===== src/rtl/csr_trap_seq.sv =====
// csr_trap_seq
//   Sits in front of the single write port of the machine-mode CSR file.
//   Trap entry writes mepc, mcause, mtval and mstatus, one per cycle, and then
//   redirects fetch to the trap vector. Mret writes mstatus and then redirects
//   to mepc. Ordinary CSR-instruction writes use the port while the
//   controller is idle.
//
// Ports
//   clk, rst                    clock, async active-high reset
//   trap_valid/cause/pc/tval    trap request and its payload
//   mret_valid                  mret request
//   accept                      trap or mret taken this cycle (comb)
//   instr_req_valid/addr/data   CSR-instruction write request
//   instr_req_ready             instruction write taken this cycle (comb)
//   mstatus_in/mtvec_in/mepc_in current CSR values from the CSR file
//   csr_write_enable/dest_addr/write_data  registered CSR write port
//   redirect_valid/redirect_pc  registered one-cycle fetch redirect
//   busy                        a sequence is in progress
//
// state     | meaning
// IDLE      | arbitrate trap > mret > instruction write
// T_MEPC    | mepc write on the port
// T_MCAUSE  | mcause write on the port
// T_MTVAL   | mtval write on the port
// T_MSTATUS | trap-entry mstatus write on the port
// T_REDIR   | redirect to trap vector
// R_MSTATUS | mret mstatus write on the port
// R_REDIR   | redirect to mepc
module csr_trap_seq #(
  parameter int XLEN   = 64,
  parameter int ADDR_W = 12
) (
  input  logic              clk,
  input  logic              rst,
  input  logic              trap_valid,
  input  logic [XLEN-1:0]   trap_cause,
  input  logic [XLEN-1:0]   trap_pc,
  input  logic [XLEN-1:0]   trap_tval,
  input  logic              mret_valid,
  output logic              accept,
  input  logic              instr_req_valid,
  input  logic [ADDR_W-1:0] instr_req_addr,
  input  logic [XLEN-1:0]   instr_req_data,
  output logic              instr_req_ready,
  input  logic [XLEN-1:0]   mstatus_in,
  input  logic [XLEN-1:0]   mtvec_in,
  input  logic [XLEN-1:0]   mepc_in,
  output logic              csr_write_enable,
  output logic [ADDR_W-1:0] csr_dest_addr,
  output logic [XLEN-1:0]   csr_write_data,
  output logic              redirect_valid,
  output logic [XLEN-1:0]   redirect_pc,
  output logic              busy
);

  typedef enum logic [2:0] {
    IDLE, T_MEPC, T_MCAUSE, T_MTVAL, T_MSTATUS, T_REDIR, R_MSTATUS, R_REDIR
  } state_t;

  localparam logic [ADDR_W-1:0] A_MSTATUS = ADDR_W'(12'h300);
  localparam logic [ADDR_W-1:0] A_MEPC    = ADDR_W'(12'h341);
  localparam logic [ADDR_W-1:0] A_MCAUSE  = ADDR_W'(12'h342);
  localparam logic [ADDR_W-1:0] A_MTVAL   = ADDR_W'(12'h343);

  state_t            state, state_nxt;
  logic [XLEN-1:0]   cap_cause, cap_tval, cap_mstatus, cap_mtvec, cap_mepc;
  logic              we_nxt, redir_nxt;
  logic [ADDR_W-1:0] addr_nxt;
  logic [XLEN-1:0]   data_nxt, rpc_nxt;
  logic [XLEN-1:0]   trap_ms, mret_ms, base, target;

  // mstatus rewrite on trap entry: MPIE <- MIE, MIE <- 0, MPP <- M
  always_comb begin
    trap_ms        = cap_mstatus;
    trap_ms[7]     = cap_mstatus[3];
    trap_ms[3]     = 1'b0;
    trap_ms[12:11] = 2'b11;
  end

  // mret uses the live mstatus: it is written in the cycle right after acceptance
  always_comb begin
    mret_ms        = mstatus_in;
    mret_ms[3]     = mstatus_in[7];
    mret_ms[7]     = 1'b1;
    mret_ms[12:11] = 2'b00;
  end

  // Only mode 1 with an interrupt cause is vectored; modes 2/3 act as direct
  always_comb begin
    base = cap_mtvec & ~XLEN'(3);
    if (cap_mtvec[1:0] == 2'b01 && cap_cause[XLEN-1])
      target = base + {cap_cause[XLEN-3:0], 2'b00};
    else
      target = base;
  end

  assign busy            = (state != IDLE);
  assign accept          = (state == IDLE) & (trap_valid | mret_valid);
  assign instr_req_ready = (state == IDLE) & ~trap_valid & ~mret_valid;

  // Next-state and next values of the registered write/redirect outputs
  always_comb begin
    state_nxt = state;
    we_nxt    = 1'b0;
    addr_nxt  = csr_dest_addr;
    data_nxt  = csr_write_data;
    redir_nxt = 1'b0;
    rpc_nxt   = redirect_pc;
    unique case (state)
      IDLE: begin
        if (trap_valid) begin
          state_nxt = T_MEPC;
          we_nxt    = 1'b1;
          addr_nxt  = A_MEPC;
          data_nxt  = trap_pc & ~XLEN'(1);
        end else if (mret_valid) begin
          state_nxt = R_MSTATUS;
          we_nxt    = 1'b1;
          addr_nxt  = A_MSTATUS;
          data_nxt  = mret_ms;
        end else if (instr_req_valid) begin
          we_nxt    = 1'b1;
          addr_nxt  = instr_req_addr;
          data_nxt  = instr_req_data;
        end
      end
      T_MEPC: begin
        state_nxt = T_MCAUSE;
        we_nxt    = 1'b1;
        addr_nxt  = A_MCAUSE;
        data_nxt  = cap_cause;
      end
      T_MCAUSE: begin
        state_nxt = T_MTVAL;
        we_nxt    = 1'b1;
        addr_nxt  = A_MTVAL;
        data_nxt  = cap_tval;
      end
      T_MTVAL: begin
        state_nxt = T_MSTATUS;
        we_nxt    = 1'b1;
        addr_nxt  = A_MSTATUS;
        data_nxt  = trap_ms;
      end
      T_MSTATUS: begin
        state_nxt = T_REDIR;
        redir_nxt = 1'b1;
        rpc_nxt   = target;
      end
      R_MSTATUS: begin
        state_nxt = R_REDIR;
        redir_nxt = 1'b1;
        rpc_nxt   = cap_mepc;
      end
      T_REDIR, R_REDIR: state_nxt = IDLE;
      default: state_nxt = IDLE;
    endcase
  end

  always_ff @(posedge clk or posedge rst) begin
    if (rst) begin
      state            <= IDLE;
      csr_write_enable <= 1'b0;
      csr_dest_addr    <= '0;
      csr_write_data   <= '0;
      redirect_valid   <= 1'b0;
      redirect_pc      <= '0;
    end else begin
      state            <= state_nxt;
      csr_write_enable <= we_nxt;
      csr_dest_addr    <= addr_nxt;
      csr_write_data   <= data_nxt;
      redirect_valid   <= redir_nxt;
      redirect_pc      <= rpc_nxt;
    end
  end

  always_ff @(posedge clk or posedge rst) begin
    if (rst) begin
      cap_cause   <= '0;
      cap_tval    <= '0;
      cap_mstatus <= '0;
      cap_mtvec   <= '0;
      cap_mepc    <= '0;
    end else if (state == IDLE) begin
      if (trap_valid) begin
        cap_cause   <= trap_cause;
        cap_tval    <= trap_tval;
        cap_mstatus <= mstatus_in;
        cap_mtvec   <= mtvec_in;
      end else if (mret_valid) begin
        cap_mstatus <= mstatus_in;
        cap_mepc    <= mepc_in;
      end
    end
  end

endmodule


===== config.mk =====
export PLATFORM = sky130hd
export DESIGN_NAME = csr_trap_seq
export DESIGN_NICKNAME = d
export VERILOG_FILES = /design/src/rtl/csr_trap_seq.sv
export SDC_FILE = /design/constraint.sdc
export NUM_CORES = 1
export LEC_CHECK = 0
export ABC_CLOCK_PERIOD_IN_PS = 17650
export CELL_PAD_IN_SITES_DETAIL_PLACEMENT = 1
export CELL_PAD_IN_SITES_GLOBAL_PLACEMENT = 2
export CORE_MARGIN = 2
export CORE_UTILIZATION = 31
export CTS_CLUSTER_SIZE = 24
export DETAILED_ROUTE_END_ITERATION = 12
export PLACE_DENSITY = 0.79
export SETUP_SLACK_MARGIN = 0.1
export SYNTH_ARGS = -nofsm -noshare
export SYNTH_HDL_FRONTEND = slang
export SYNTH_SLANG_ARGS = --single-unit

===== constraint.sdc =====
create_clock -name clk -period 17.65 [get_ports clk]
set_clock_uncertainty 0.1 [all_clocks]
set_input_delay 3.53 -clock clk [delete_from_list [all_inputs] [get_ports clk]]
set_output_delay 3.53 -clock clk [all_outputs]
set_load 0.05 [all_outputs]

==> summary.txt <==
Placed design
  • I/O Buffers: just over 600
  • Placer Congestion: 0.876
  • Post-DP HPWL: between 70 and 80 mm
  • Post-Place Setup Slack: 7.98 ns
  • Placed Area: ~32000 um2

Yosys
  • Syn_area_per_cell: 9.98 um2
  • Distinct cell type count after synthesis: 85
  • Post-synthesis sequential area ratio: a little under half
  • Post-synthesis sequential element count: 462
  • Mapped Area: about 25000 um2
  • Post-synth EDFFs: 0
  • Synth Instances: 2522
  • Syn Nets: 3049
  • Post-synth ARST share: 100%
  • Synthesis Warnings: 0
  • Post-synth top flop: dfrtp_1

Setup path
  • Crit-path cells: buf_2 -> buf_4 -> or2_1 -> buf_4 -> nand2_2 -> buf_4 -> inv_2 -> clkdlybuf4s50_1
  • Crit-path max cell delay: roughly 0.82 ns
  • CP arrival: approximately 6.0 ns
  • Reg2reg path depth: 6
  • CP Max Fanout: 38
  • WS Path Type: in2out
  • Reg-to-Reg Start: state[2]
  • CP max stage cell: clkdlybuf4s50_1
  • R2R setup slack: between 10 and 15 ns
  • Critical register-to-register path endpoint: cap_mtvec[53]
  • Setup crit end kind: output port
  • Startpoint Class: input pin
  • Critical Path Most Common Cell: buf_4
  • Req. time, crit path: ~14 ns

Clock tree
  • TritonCTS clock tree: yes
  • CTS Root Cell: clkbuf_16
  • CTS sink count: about 460
  • Postcts setup bufs: 0
  • Insertion delay to the later sink of the worst-skew pair: between 0.6 and 0.7 ns
  • H-tree lvl count: 2
  • CTS hold repair buffers: 0
  • Num CTS Buffers: 54
  • CTS max path bufs: 3
  • Post_cts resized: 0
  • Clock-pin slew on the worst setup and hold paths: 0.06 ns

Timing
  • Sum Neg Setup Slack: 0 ns
  • Final hold vios: 0
  • Max transition margin: between 20% and 30%
  • Endpoints failing setup: 0
  • F_max: around 100 MHz
  • WHS: about 0.37 ns
  • Worst Tran Pin Value: between 1 and 1.5 ns
  • Slew Limit Fails: 0
  • RSZ-0062 raised after global routing: false
  • Worst Setup Slack, final: 8.04 ns
  • Final period util: between 50% and 60%
  • Final critical-path required period: between 9 and 10 ns

Floorplanning
  • DIE HEIGHT: between 200 and 300 um
  • Core Region: 80400 um2
  • Initial Util: between 30% and 40%
  • Io pins: roughly 600
  • Die W: approximately 290 um
  • Die ar.: between 80000 and 90000 um2
  • # rows: around 100

Status
  • Outcome: finished, final reports clean

Final layout
  • Synthesis-to-finish area growth: 34.9%
  • Storage cell area: ~12000 um2
  • Layout Nets: about 3.6k
  • Final core occ: 42.2%
  • Filler cell count: between 8k and 9k
  • Layout cells sized above 1: between 10% and 20%
  • Design area: roughly 34000 um2
  • Area occupied by multi-input gates: around 13000 um2

Route
  • Initial DRT Pass Iterations: 5
  • Wire per inst: roughly 25 um
  • Vias: 22.0k
  • Final wirelength: approximately 110 mm
  • Antenna viol nets, final: 0
  • DRC viols: 0
  • 1st-iter DRT viols: 1220
  • Drt via density: approximately 5.3

Run
  • Max-capacitance violation count: 0

Power
  • Pwr per Cell Area: 220 nW/um2
  • P_leak: ~0.014 uW
  • Max IR drop VDD: a little over 0.09 mV

Hold path
  • Min-Delay Endpoint: cap_mstatus[28]
  • WHS Path Cells: 2
  • Worst hold path class: reg2reg
  • Min-delay src: cap_mstatus[28]

GRT
  • Pin count of the biggest net entering global routing: between 150 and 200
  • Antenna violations before repair: 22
  • Total track usage: 24.8%
  • First-pass GRT wire length: approximately 160 mm
  • Number of global-route vias before repair: 23.5k
  • Grt total ovfl: 0
## cells by family after synthesis
| group | synth area share, % |
|---|---|
| AND/OR/NAND/NOR | 11.9 |
| AO/OA/AOI/OAI | 15.1 |
| flip-flops | 45.9 |
| multiplexers | 19.1 |
| buffers and inverters | 3.15 |
| adder cells (fa/ha/maj) | 3.11 |
| XOR/XNOR | 1.64 |
## worst max-delay path by stage
| stage | start | depth (start not counted) | end | slack [ns] |
|---|---|---|---|---|
| floorplan | rst | 1 | cap_cause[0] | 1.14 |
| global placement | trap_valid | 8 | accept | 8.03 |
| detailed placement | trap_valid | 8 | accept | 7.98 |
| CTS | trap_valid | 8 | accept | 7.97 |
| global route | trap_valid | 8 | accept | 7.91 |
| finish | trap_valid | 8 | accept | 8.04 |
## worst max-delay path, delay by kind of cell
kind	cells	cell delay, ns
buf+inv	6	2.08
simple gates	2	0.34
## flip-flops by register name, summed over array words and instances, names as in the netlist, 3 cells and up
register / flops
cap_mtvec: 64
csr_write_data: 64
csr_dest_addr: 12
cap_mstatus: 61
redirect_pc: 64
state: 3
cap_tval: 64
cap_mepc: 64
cap_cause: 64
## metrics by stage
stage	total power [uW]	cells
2_1_floorplan	4850	2522
3_3_place_gp	6250	4048
3_5_place_dp	6350	4048
4_1_cts	7520	4144
5_1_grt	7980	4153
6_report	7480	4154
## cell type report
cell class | count | share of cell area [%]
Tap cell | 1060 | 3.91
Sequential cell | 462 | 34.1
Antenna cell | 10 | 0.0737
Multi-Input combinational cell | 1863 | 37.9
Timing Repair Buffer | 635 | 18.6
Clock buffer | 82 | 4.79
Inverter | 28 | 0.332
Clock inverter | 14 | 0.383
## cell usage in the layout, fill, tap and decap left out, drive strengths merged, types with 31 or more instances in the layout
cell type and count:
clkdlybuf4s50 604, dfrtp 462, nand2 400, mux2 360, a21oi 192, o21ai 189, nor2 158, clkbuf 82
mux2i 75, ha 61, o22ai 60, a21o 31, buf 31
## metal layers
| metal | track usage, % | share of wire (%) | up-vias | wire length [um] |
|---|---|---|---|---|
| met5 | 0 | 0.11 | - | 117 |
| met4 | 5.03 | 1.4 | 18 | 1490 |
| met3 | 4.26 | 5.2 | 105 | 5520 |
| met2 | 41.3 | 48 | 543 | 50700 |
| met1 | 33.8 | 45 | 11243 | 47600 |
| li1 | - | - | 10074 | - |
## synth_stat cells (all sizes together) (6+ instances only)
library cell / count / area, um2
xnor2: 29 / 254
dfrtp: 462 / 11600
o211ai: 22 / 180
o21ai: 189 / 950
nor2b: 6 / 37.5
o21a: 10 / 75.1
clkbuf: 135 / 507
mux2: 360 / 4050
a21o: 31 / 240
ha: 61 / 763
o21bai: 15 / 113
nor2: 158 / 593
inv: 26 / 97.6
o22ai: 60 / 375
nand4: 21 / 131
and3: 11 / 68.8
a31oi: 9 / 62.6
or3: 27 / 169
buf: 34 / 180
nand3: 20 / 100
a221oi: 15 / 144
nor3: 29 / 150
nand2b: 9 / 56.3
a211oi: 15 / 133
mux2i: 75 / 751
xor2: 18 / 158
nand2: 400 / 1510
a21oi: 192 / 968
a22o: 6 / 52.6
## power breakdown
group,internal (uW),total (uW),switching [uW],leakage (uW)
Combinational,1620,4240,2620,0.00773
Clock,660,1130,469,0.000873
Sequential,1600,2100,505,0.00554
(Power assumes the default switching activity.)
